**src/rtl/psum_drain.sv**
```systemverilog
`timescale 1ns/1ps
// Purpose : snapshot all PSUM lanes on completion, requantize (shift, round toward zero, ReLU, saturate), stream OUT_LANES per beat.
// Latency : first beat valid the cycle after capture; o_Done one cycle after the last beat is accepted.
// Backpr. : i_Out_Rdy low holds beat, data and address indefinitely; a new snapshot is accepted only when idle or on the last-beat handshake.
//
// Ports:
//   i_CLK, i_RSTn              clock, asynchronous active-low reset
//   i_Psum_Vld/o_Psum_Rdy      snapshot handshake; i_Psum carries N_LANE packed signed lanes
//   i_Shift, i_Relu            requant controls, latched together with the snapshot
//   i_Addr_Clr                 synchronous clear of the output address (wins over increment)
//   o_Out_Vld/i_Out_Rdy        beat handshake; o_Out_Data holds OUT_LANES packed signed results
//   o_Out_Addr                 output buffer write address, wraps modulo 2^ADDR_W
//   o_Done                     one-cycle pulse after the last beat of a snapshot is accepted
//   o_Overflow                 sticky: a snapshot was offered while we could not take it
module psum_drain #(
   parameter int N_LANE    = 16,
   parameter int BITS_PSUM = 32,
   parameter int BITS_OUT  = 8,
   parameter int OUT_LANES = 4,
   parameter int SHIFT_W   = 5,
   parameter int ADDR_W    = 10
) (
   input  logic                            i_CLK,
   input  logic                            i_RSTn,
   input  logic                            i_Psum_Vld,
   input  logic [N_LANE*BITS_PSUM-1:0]     i_Psum,
   output logic                            o_Psum_Rdy,
   input  logic [SHIFT_W-1:0]              i_Shift,
   input  logic                            i_Relu,
   input  logic                            i_Addr_Clr,
   output logic                            o_Out_Vld,
   input  logic                            i_Out_Rdy,
   output logic [OUT_LANES*BITS_OUT-1:0]   o_Out_Data,
   output logic [ADDR_W-1:0]               o_Out_Addr,
   output logic                            o_Done,
   output logic                            o_Overflow
);

   // N_LANE is expected to be a multiple of OUT_LANES; NB is the beat count per snapshot.
   localparam int NB     = N_LANE / OUT_LANES;
   localparam int BEAT_W = (NB > 1) ? $clog2(NB) : 1;

   // Saturation bounds expressed at the partial-sum width so comparisons stay signed.
   localparam logic signed [BITS_PSUM-1:0] SAT_MAX = BITS_PSUM'((2 ** (BITS_OUT - 1)) - 1);
   localparam logic signed [BITS_PSUM-1:0] SAT_MIN = ~SAT_MAX;

   typedef enum logic [0:0] {
      IDLE  = 1'b0,
      DRAIN = 1'b1
   } state_t;

   state_t                        state_q, state_d;
   logic [BEAT_W-1:0]             beat_q;
   logic signed [BITS_PSUM-1:0]   snap_q [N_LANE];
   logic [SHIFT_W-1:0]            shift_q;
   logic                          relu_q;
   logic [ADDR_W-1:0]             addr_q;
   logic                          done_q;
   logic                          ovf_q;

   logic                          out_vld;
   logic                          out_hs;
   logic                          last_beat;
   logic                          psum_rdy;
   logic                          capture;
   logic                          last_hs;

   logic signed [BITS_PSUM-1:0]   lane_sel [OUT_LANES];
   logic [OUT_LANES*BITS_OUT-1:0] out_data;

   // Arithmetic shift floors; negative values with discarded non-zero bits are
   // bumped by one so the overall rounding is toward zero. Shift 0 leaves the
   // mask empty, so x passes through untouched before ReLU/saturation.
   function automatic logic [BITS_OUT-1:0] requant(
      input logic signed [BITS_PSUM-1:0] x,
      input logic [SHIFT_W-1:0]          sh,
      input logic                        relu
   );
      logic signed [BITS_PSUM-1:0] y;
      logic [BITS_PSUM-1:0]        low_mask;
      logic [BITS_OUT-1:0]         r;
      y        = x >>> sh;
      low_mask = ~({BITS_PSUM{1'b1}} << sh);
      if (x[BITS_PSUM-1] && ((x & low_mask) != '0)) begin
         y = y + {{(BITS_PSUM-1){1'b0}}, 1'b1};
      end
      if (relu && y[BITS_PSUM-1]) begin
         y = '0;
      end
      if (y > SAT_MAX) begin
         r = SAT_MAX[BITS_OUT-1:0];
      end else if (y < SAT_MIN) begin
         r = SAT_MIN[BITS_OUT-1:0];
      end else begin
         r = y[BITS_OUT-1:0];
      end
      return r;
   endfunction

   // Handshake terms shared by the FSM and the datapath.
   always_comb begin
      out_vld   = (state_q == DRAIN);
      out_hs    = out_vld & i_Out_Rdy;
      last_beat = (beat_q == BEAT_W'(NB - 1));
      last_hs   = out_hs & last_beat;
      // Accepting on the last-beat handshake lets consecutive snapshots drain without a bubble.
      psum_rdy  = (state_q == IDLE) | last_hs;
      capture   = i_Psum_Vld & psum_rdy;
   end

   // FSM: state register
   always_ff @(posedge i_CLK or negedge i_RSTn) begin
      if (!i_RSTn) begin
         state_q <= IDLE;
      end else begin
         state_q <= state_d;
      end
   end

   // FSM: next state
   always_comb begin
      state_d = state_q;
      case (state_q)
         IDLE: begin
            if (capture) state_d = DRAIN;
         end
         DRAIN: begin
            if (last_hs) state_d = capture ? DRAIN : IDLE;
         end
         default: state_d = IDLE;
      endcase
   end

   // Snapshot, requant controls, beat/address counters and status flags.
   // The snapshot is reset too so that o_Out_Data reads zero out of reset.
   always_ff @(posedge i_CLK or negedge i_RSTn) begin
      if (!i_RSTn) begin
         for (int k = 0; k < N_LANE; k++) begin
            snap_q[k] <= '0;
         end
         shift_q <= '0;
         relu_q  <= 1'b0;
         beat_q  <= '0;
         addr_q  <= '0;
         done_q  <= 1'b0;
         ovf_q   <= 1'b0;
      end else begin
         if (capture) begin
            for (int k = 0; k < N_LANE; k++) begin
               snap_q[k] <= i_Psum[k*BITS_PSUM +: BITS_PSUM];
            end
            shift_q <= i_Shift;
            relu_q  <= i_Relu;
         end

         if (capture || last_hs) begin
            beat_q <= '0;
         end else if (out_hs) begin
            beat_q <= beat_q + 1'b1;
         end

         // Clear wins over the increment of the same cycle.
         if (i_Addr_Clr) begin
            addr_q <= '0;
         end else if (out_hs) begin
            addr_q <= addr_q + 1'b1;
         end

         done_q <= last_hs;

         if (i_Psum_Vld && !psum_rdy) begin
            ovf_q <= 1'b1;
         end
      end
   end

   // Beat data depends only on registered state, so it holds steady through a stall.
   always_comb begin
      for (int j = 0; j < OUT_LANES; j++) begin
         lane_sel[j] = '0;
      end
      for (int b = 0; b < NB; b++) begin
         if (beat_q == BEAT_W'(b)) begin
            for (int j = 0; j < OUT_LANES; j++) begin
               lane_sel[j] = snap_q[b*OUT_LANES + j];
            end
         end
      end
      out_data = '0;
      for (int j = 0; j < OUT_LANES; j++) begin
         out_data[j*BITS_OUT +: BITS_OUT] = requant(lane_sel[j], shift_q, relu_q);
      end
   end

   assign o_Psum_Rdy = psum_rdy;
   assign o_Out_Vld  = out_vld;
   assign o_Out_Data = out_data;
   assign o_Out_Addr = addr_q;
   assign o_Done     = done_q;
   assign o_Overflow = ovf_q;

endmodule

```
**config.mk**
```make
export PLATFORM = sky130hd
export DESIGN_NAME = psum_drain
export DESIGN_NICKNAME = d
export VERILOG_FILES = /design/src/rtl/psum_drain.sv
export SDC_FILE = /design/constraint.sdc
export NUM_CORES = 2
export LEC_CHECK = 0
export CAP_MARGIN = 15
export CORE_MARGIN = 1
export CORE_UTILIZATION = 35
export CTS_CLUSTER_SIZE = 20
export DETAILED_ROUTE_END_ITERATION = 6
export GPL_TIMING_DRIVEN = 0
export PLACE_DENSITY = 0.6
export SLEW_MARGIN = 10
export SYNTH_ARGS = -nofsm -noshare
export SYNTH_HDL_FRONTEND = slang
export SYNTH_SLANG_ARGS = --single-unit
export TNS_END_PERCENT = 1
```
**constraint.sdc**
```tcl
create_clock -name i_CLK -period 9.2 [get_ports i_CLK]
set_input_delay 2.3 -clock i_CLK [delete_from_list [all_inputs] [get_ports i_CLK]]
set_output_delay 2.3 -clock i_CLK [all_outputs]
set_load 0.02 [all_outputs]
```
======== Yosys cells after proc, flatten, opt, wreduce, memory -nomap -nowiden ========
Cells that the tools add are included.
operators by class
  magnitude comparators ................... 8
  bitwise operators ....................... 10
  shift operators ......................... 5
  mux-type cells .......................... 27
  equal/unequal tests ..................... 3
  reduce and logical (&&, ||, !) cells .... 18
  $add $sub $neg .......................... 6
operator list
  kind                   number
  $mux 128               4
  $mux 32                8
  $add 32x1->32 const B  4
  $and 32x32->32         4
  $gt 32x8->1 const B    4
  $lt 32x8->1 const B    4
  $reduce_bool 32->1     4
  $sshr 32x5->32         4
  $mux 8                 8
  $not 32->32            1
  $shl 32x5->32 const A  1
  $mux 10                2
  $add 10x1->10 const B  1
  $logic_and 1x1->1      9
  $eq 2x2->1 const B     2
  $mux 2                 2
  $reduce_bool 2->1      2
  $and 1x1->1            3
  $add 2x1->2 const B    1
  $eq 2x1->1 const B     1
  $logic_not 2->1        1
  $mux 1                 2
  $pmux 1 s2             1
  $logic_not 1->1        1
  3 further kinds        3
word-level totals
  register bits ........................... 533
  bits of input ports ..................... 523
  output and inout port bits .............. 46

======== Depth between registers and ports, before layout ========
  depth in word-level cells ............... 14
  gate-level depth with buffers ........... 25
  mapped depth without buffers ............ 19

======== Worst setup path before layout ========
OpenSTA, ideal clock, no wires.
  path kind ............................... reg-to-output
  start point ............................. register shift_q[4]
  end point ............................... output o_Out_Data[16]
  buffers on the path ..................... 11
  required time ........................... 6.900 ns
  cell stages (with the launch flop) ...... 23
  setup slack ............................. 0.971 ns
  data arrival time ....................... 5.929 ns
  cell sequence ........................... dfrtp_1 clkbuf_1 clkbuf_1 clkbuf_1 clkbuf_1 buf_1 clkbuf_1 clkbuf_1 clkbuf_1 clkbuf_1 clkbuf_1 a21o_1 ha_1 inv_1 a211o_1 or2_1 clkbuf_1 nor3_2 mux2i_1 a2111o_1 or4_4 o31ai_4 o21ai_1
between the ends
  longest elaborated chain between the ends .. 11
  elaborated cells on any way between the ends .. 14
ends and longest elaborated chain
  item                                                                   RTL line  source
  start, declared                                                        55        logic [SHIFT_W-1:0] shift_q;
  start signal, assigned                                                 152       shift_q <= i_Shift;
  parallel branches: the longest is 5 deep, another holds $add 32x1->32  -
  $mux 32 (*)                                                            84        if (x[BITS_PSUM-1] && ((x & low_mask) != '0)) begin
  $logic_and 1x1->1                                                      87        if (relu && y[BITS_PSUM-1]) begin
  $mux 32 (*)                                                            87
  $lt 32x8->1                                                            92        end else if (y < SAT_MIN) begin
  $mux 8                                                                 92
  $mux 8 (*)                                                             90        if (y > SAT_MAX) begin
  end, declared                                                          33        output logic [OUT_LANES*BITS_OUT-1:0] o_Out_Data,
Every way passes the cells marked *.

======== Final worst setup path ========
  start point ............................. register shift_q[4]
  end point ............................... output o_Out_Data[13]
Same word-level chain as after synthesis.

==> flow_summary_export.csv <==
group,metric,value,unit
outcome,outcome,"finished with violations",
synthesis,synth.distinct_cells,108,
synthesis,avgSynthCellArea,9.68,µm²
sta,period_share,103,%
sta,setup_slack,-0.310,ns
placement,port_buffers,567,
synthesis,seq_area_frac_synth,33.8,%
clock_network,numCtsBuffers,58,
sta,hold_violations,0,
clock_network,cts.sinks,533,
synthesis,synth-main-ff-cell,"dfrtp_1",
worst_setup_path,cp_top_family,"compound AO/OA/AOI/OAI gates",
sta,finalMaxSlewViolations,0,
floorplanning,start_util,35.5,%
floorplanning,core_area,0.111,mm²
final_layout,layout_commonest_cell,"mux2_2",
global_routing,grt_pass1_vias,43658,
worst_setup_path,crit_path_cell_trace,"clkbuf_4, nand2_1, a21oi_1, a22oi_1, and4_1, nand4_1, o21a_1, o211ai_1, or3_4, clkbuf_4, or4b_2, a31oi_2, nand4_1, o21ai_4, a21o_1, buf_2",
global_routing,grt_antenna_before_repair,24,
drt,drtIter0Drc,7070,
clock_network,cts.path.max_buffers,3,
worst_setup_path,path_buf_inv,3,
drt,drc_errors,5,
synthesis,async_flop_share,100,%
worst_setup_path,crit_required,6.90,ns
sta,worst_pin_slew,1.41,ns
worst_setup_path,worst_setup_path_start_kind,"register",
floorplanning,die-area,0.114,mm²
placement,gp_congestion,1.10,
final_layout,drive_gt1_share,31.5,%
sta,timing.slew.headroom,6.04,%
clock_network,insertion_delay,0.69,ns
floorplanning,fp-row-count,122,
final_layout,area_delta_synth_final,38.4,%
placement,place_hpwl,228000,µm
drt,drtAntennaViolNets,0,
global_routing,grt.total_usage,49.6,%
final_layout,final_cells,6504,
sta,holdWs,0.467,ns
synthesis,yosysWarningCount,0,
sta,rsz0062_at_grt,"true",
worst_setup_path,r2r_slack,3.87,ns
floorplanning,dieHeight,338,µm
clock_network,cts_tree,"yes",
placement,dpl_worst_slack,-4.07,ns
synthesis,ys_seq_elements,533,
synthesis,synthesis.nets,4607,
drt,vias,45969,
global_routing,grt_pass1_wl,382000,µm
clock_network,cts_root_buffer,"clkbuf_16",
final_layout,final_cell_mix,"540 x mux2_2, 538 x clkdlybuf4s50_1, 530 x dfrtp_1",
clock_network,clk_pin_slew,0.08,ns
outcome,violations,"design-rule violations, negative setup slack",
final_layout,nNetsFinal,5483,
worst_setup_path,end_kind,"primary output",
drt,avgViaCountPerCell,7.07,
clock_network,h-tree-depth,2,
worst_setup_path,worstPathArrival,7.21,ns
worst_setup_path,cpPeakStageDelay,1.28,ns
global_routing,grt_max_degree,108,
sta,clock_skew,0.0444,ns
final_layout,fillers,10414,
job,maxCapViolations,0,
sta,setup_violations,28,
worst_setup_path,critPathKind,"register to primary output",
worst_setup_path,cp_max_fo,10,
synthesis,syn-cell-area,0.0395,mm²
clock_network,ctsHoldBuffers,0,
sta,clock.fmax,105,MHz
placement,placed_cells,6217,
drt,wirelength,291000,µm
drt,wl_per_cell,44.8,µm
drt,dr.pass1.iters,7,
synthesis,syn_inst,4075,
final_layout,design_area,0.0546,mm²
synthesis,synth-edff-count,0,
placement,place_area,0.0484,mm²
floorplanning,pin_count,569,
min_path,min_path_type,"register to register",
global_routing,grt_overflow_total,0,
floorplanning,die_width,338,µm
worst_setup_path,slowest_stage,"a21oi_1",
sta,period_minus_slack,9.51,ns
## metal layers
layer  GRT usage, %  part of all wire, %
met5              0                0.071
met4           30.1                  7.5
met3           18.9                   13
met2           70.3                   41
met1           63.4                   39
## flip-flops by register name (all words and copies together) (netlist names)
name / cells
beat_q: 2
o_Out_Addr: 10
snap_q: 512
o_Out_Vld: 1
o_Done: 1
o_Overflow: 1
shift_q: 5
relu_q: 1
## synthesized netlist by cell type (all sizes together), types with 32 or more instances
cell type / n / area [µm²]
a211oi: 140 / 1130
nor4: 39 / 302
dfrtp: 533 / 13300
nor3b: 108 / 811
a21oi: 103 / 515
mux2i: 90 / 905
nand3b: 117 / 891
xnor2: 47 / 412
mux4: 35 / 788
nor2b: 111 / 694
xor2: 41 / 359
nand2b: 32 / 200
nor3: 65 / 352
a311oi: 51 / 558
a22oi: 109 / 818
nand3: 79 / 395
clkbuf: 189 / 709
buf: 151 / 842
nor2: 205 / 769
mux2: 540 / 6080
o21ai: 128 / 644
nand2: 339 / 1270
a211o: 46 / 403
o22ai: 91 / 569
nand4: 37 / 246
a221oi: 43 / 394
o211ai: 40 / 300
## cell type report
cell class,count,area [µm²],share of cell area (%)
clock buffers,84,1680,3.08
diodes,21,52.6,0.0963
plain buffers,334,2410,4.42
repair buffers,822,8020,14.7
multi-input cells,3182,26800,49.2
well taps,1488,1860,3.41
flip-flops and latches,533,13300,24.4
clock inverters,20,295,0.541
inverters,20,80.1,0.147
## cell families (layout without fill, tap and decap cells)
logic type / count (synthesis) / in the layout / share of synthesized area, %
and+or+nand+nor: 1294 / 1294 / 18.1
AOI/OAI and AO/OA: 1126 / 1126 / 22.1
muxes: 665 / 665 / 19.7
DFF: 533 / 533 / 33.8
buffers and inverters: 360 / 1280 / 4.12
xor gates and xnor gates: 88 / 88 / 1.95
adders and majority gates: 9 / 9 / 0.285
other: 0 / 21 / 0
## worst paths after layout
kind                            startpoint        endpoint  depth (start not counted)
worst max register to register   beat_q[0]      snap_q[32]                         14
worst min register to register  o_Overflow      o_Overflow                          1
min in group asynchronous           i_RSTn     snap_q[412]                          1
worst min-delay path            o_Overflow      o_Overflow                          1
max in group asynchronous           i_RSTn     snap_q[234]                          4
worst max-delay path            shift_q[4]  o_Out_Data[13]                         16
## stage by stage
| step | TNS [ns] | utilization [%] |
|---|---|---|
| 2_1_floorplan | 0 | - |
| 3_3_place_gp | - | 42.2 |
| 3_5_place_dp | -70.00 | 43.5 |
| 4_1_cts | -1.63 | 48.1 |
| 5_1_grt | -0.974 | 49.0 |
| 6_report | -4.93 | 49.1 |
## timing repair
item / 4_1_cts / 5_1_grt
pin swaps: 83 / 57
endpoints found under the setup margin: 32 / 28
buffers inserted: 114 / 52
resized for setup: 620 / 220
## worst reg2reg max path: cells and delay by family (launching register included)
kind | cells | cell delay, ns
multiplexers | 1 | 0.44
buffers and inverters | 9 | 3.64
flip-flops | 1 | 0.54
AND/OR/NAND/NOR | 3 | 0.37
adder cells (fa/ha/maj) | 1 | 0.22
Power is left out: the tool's default activity adds up to more than one toggle a clock period on the data nets, which glitch-free logic cannot reach.
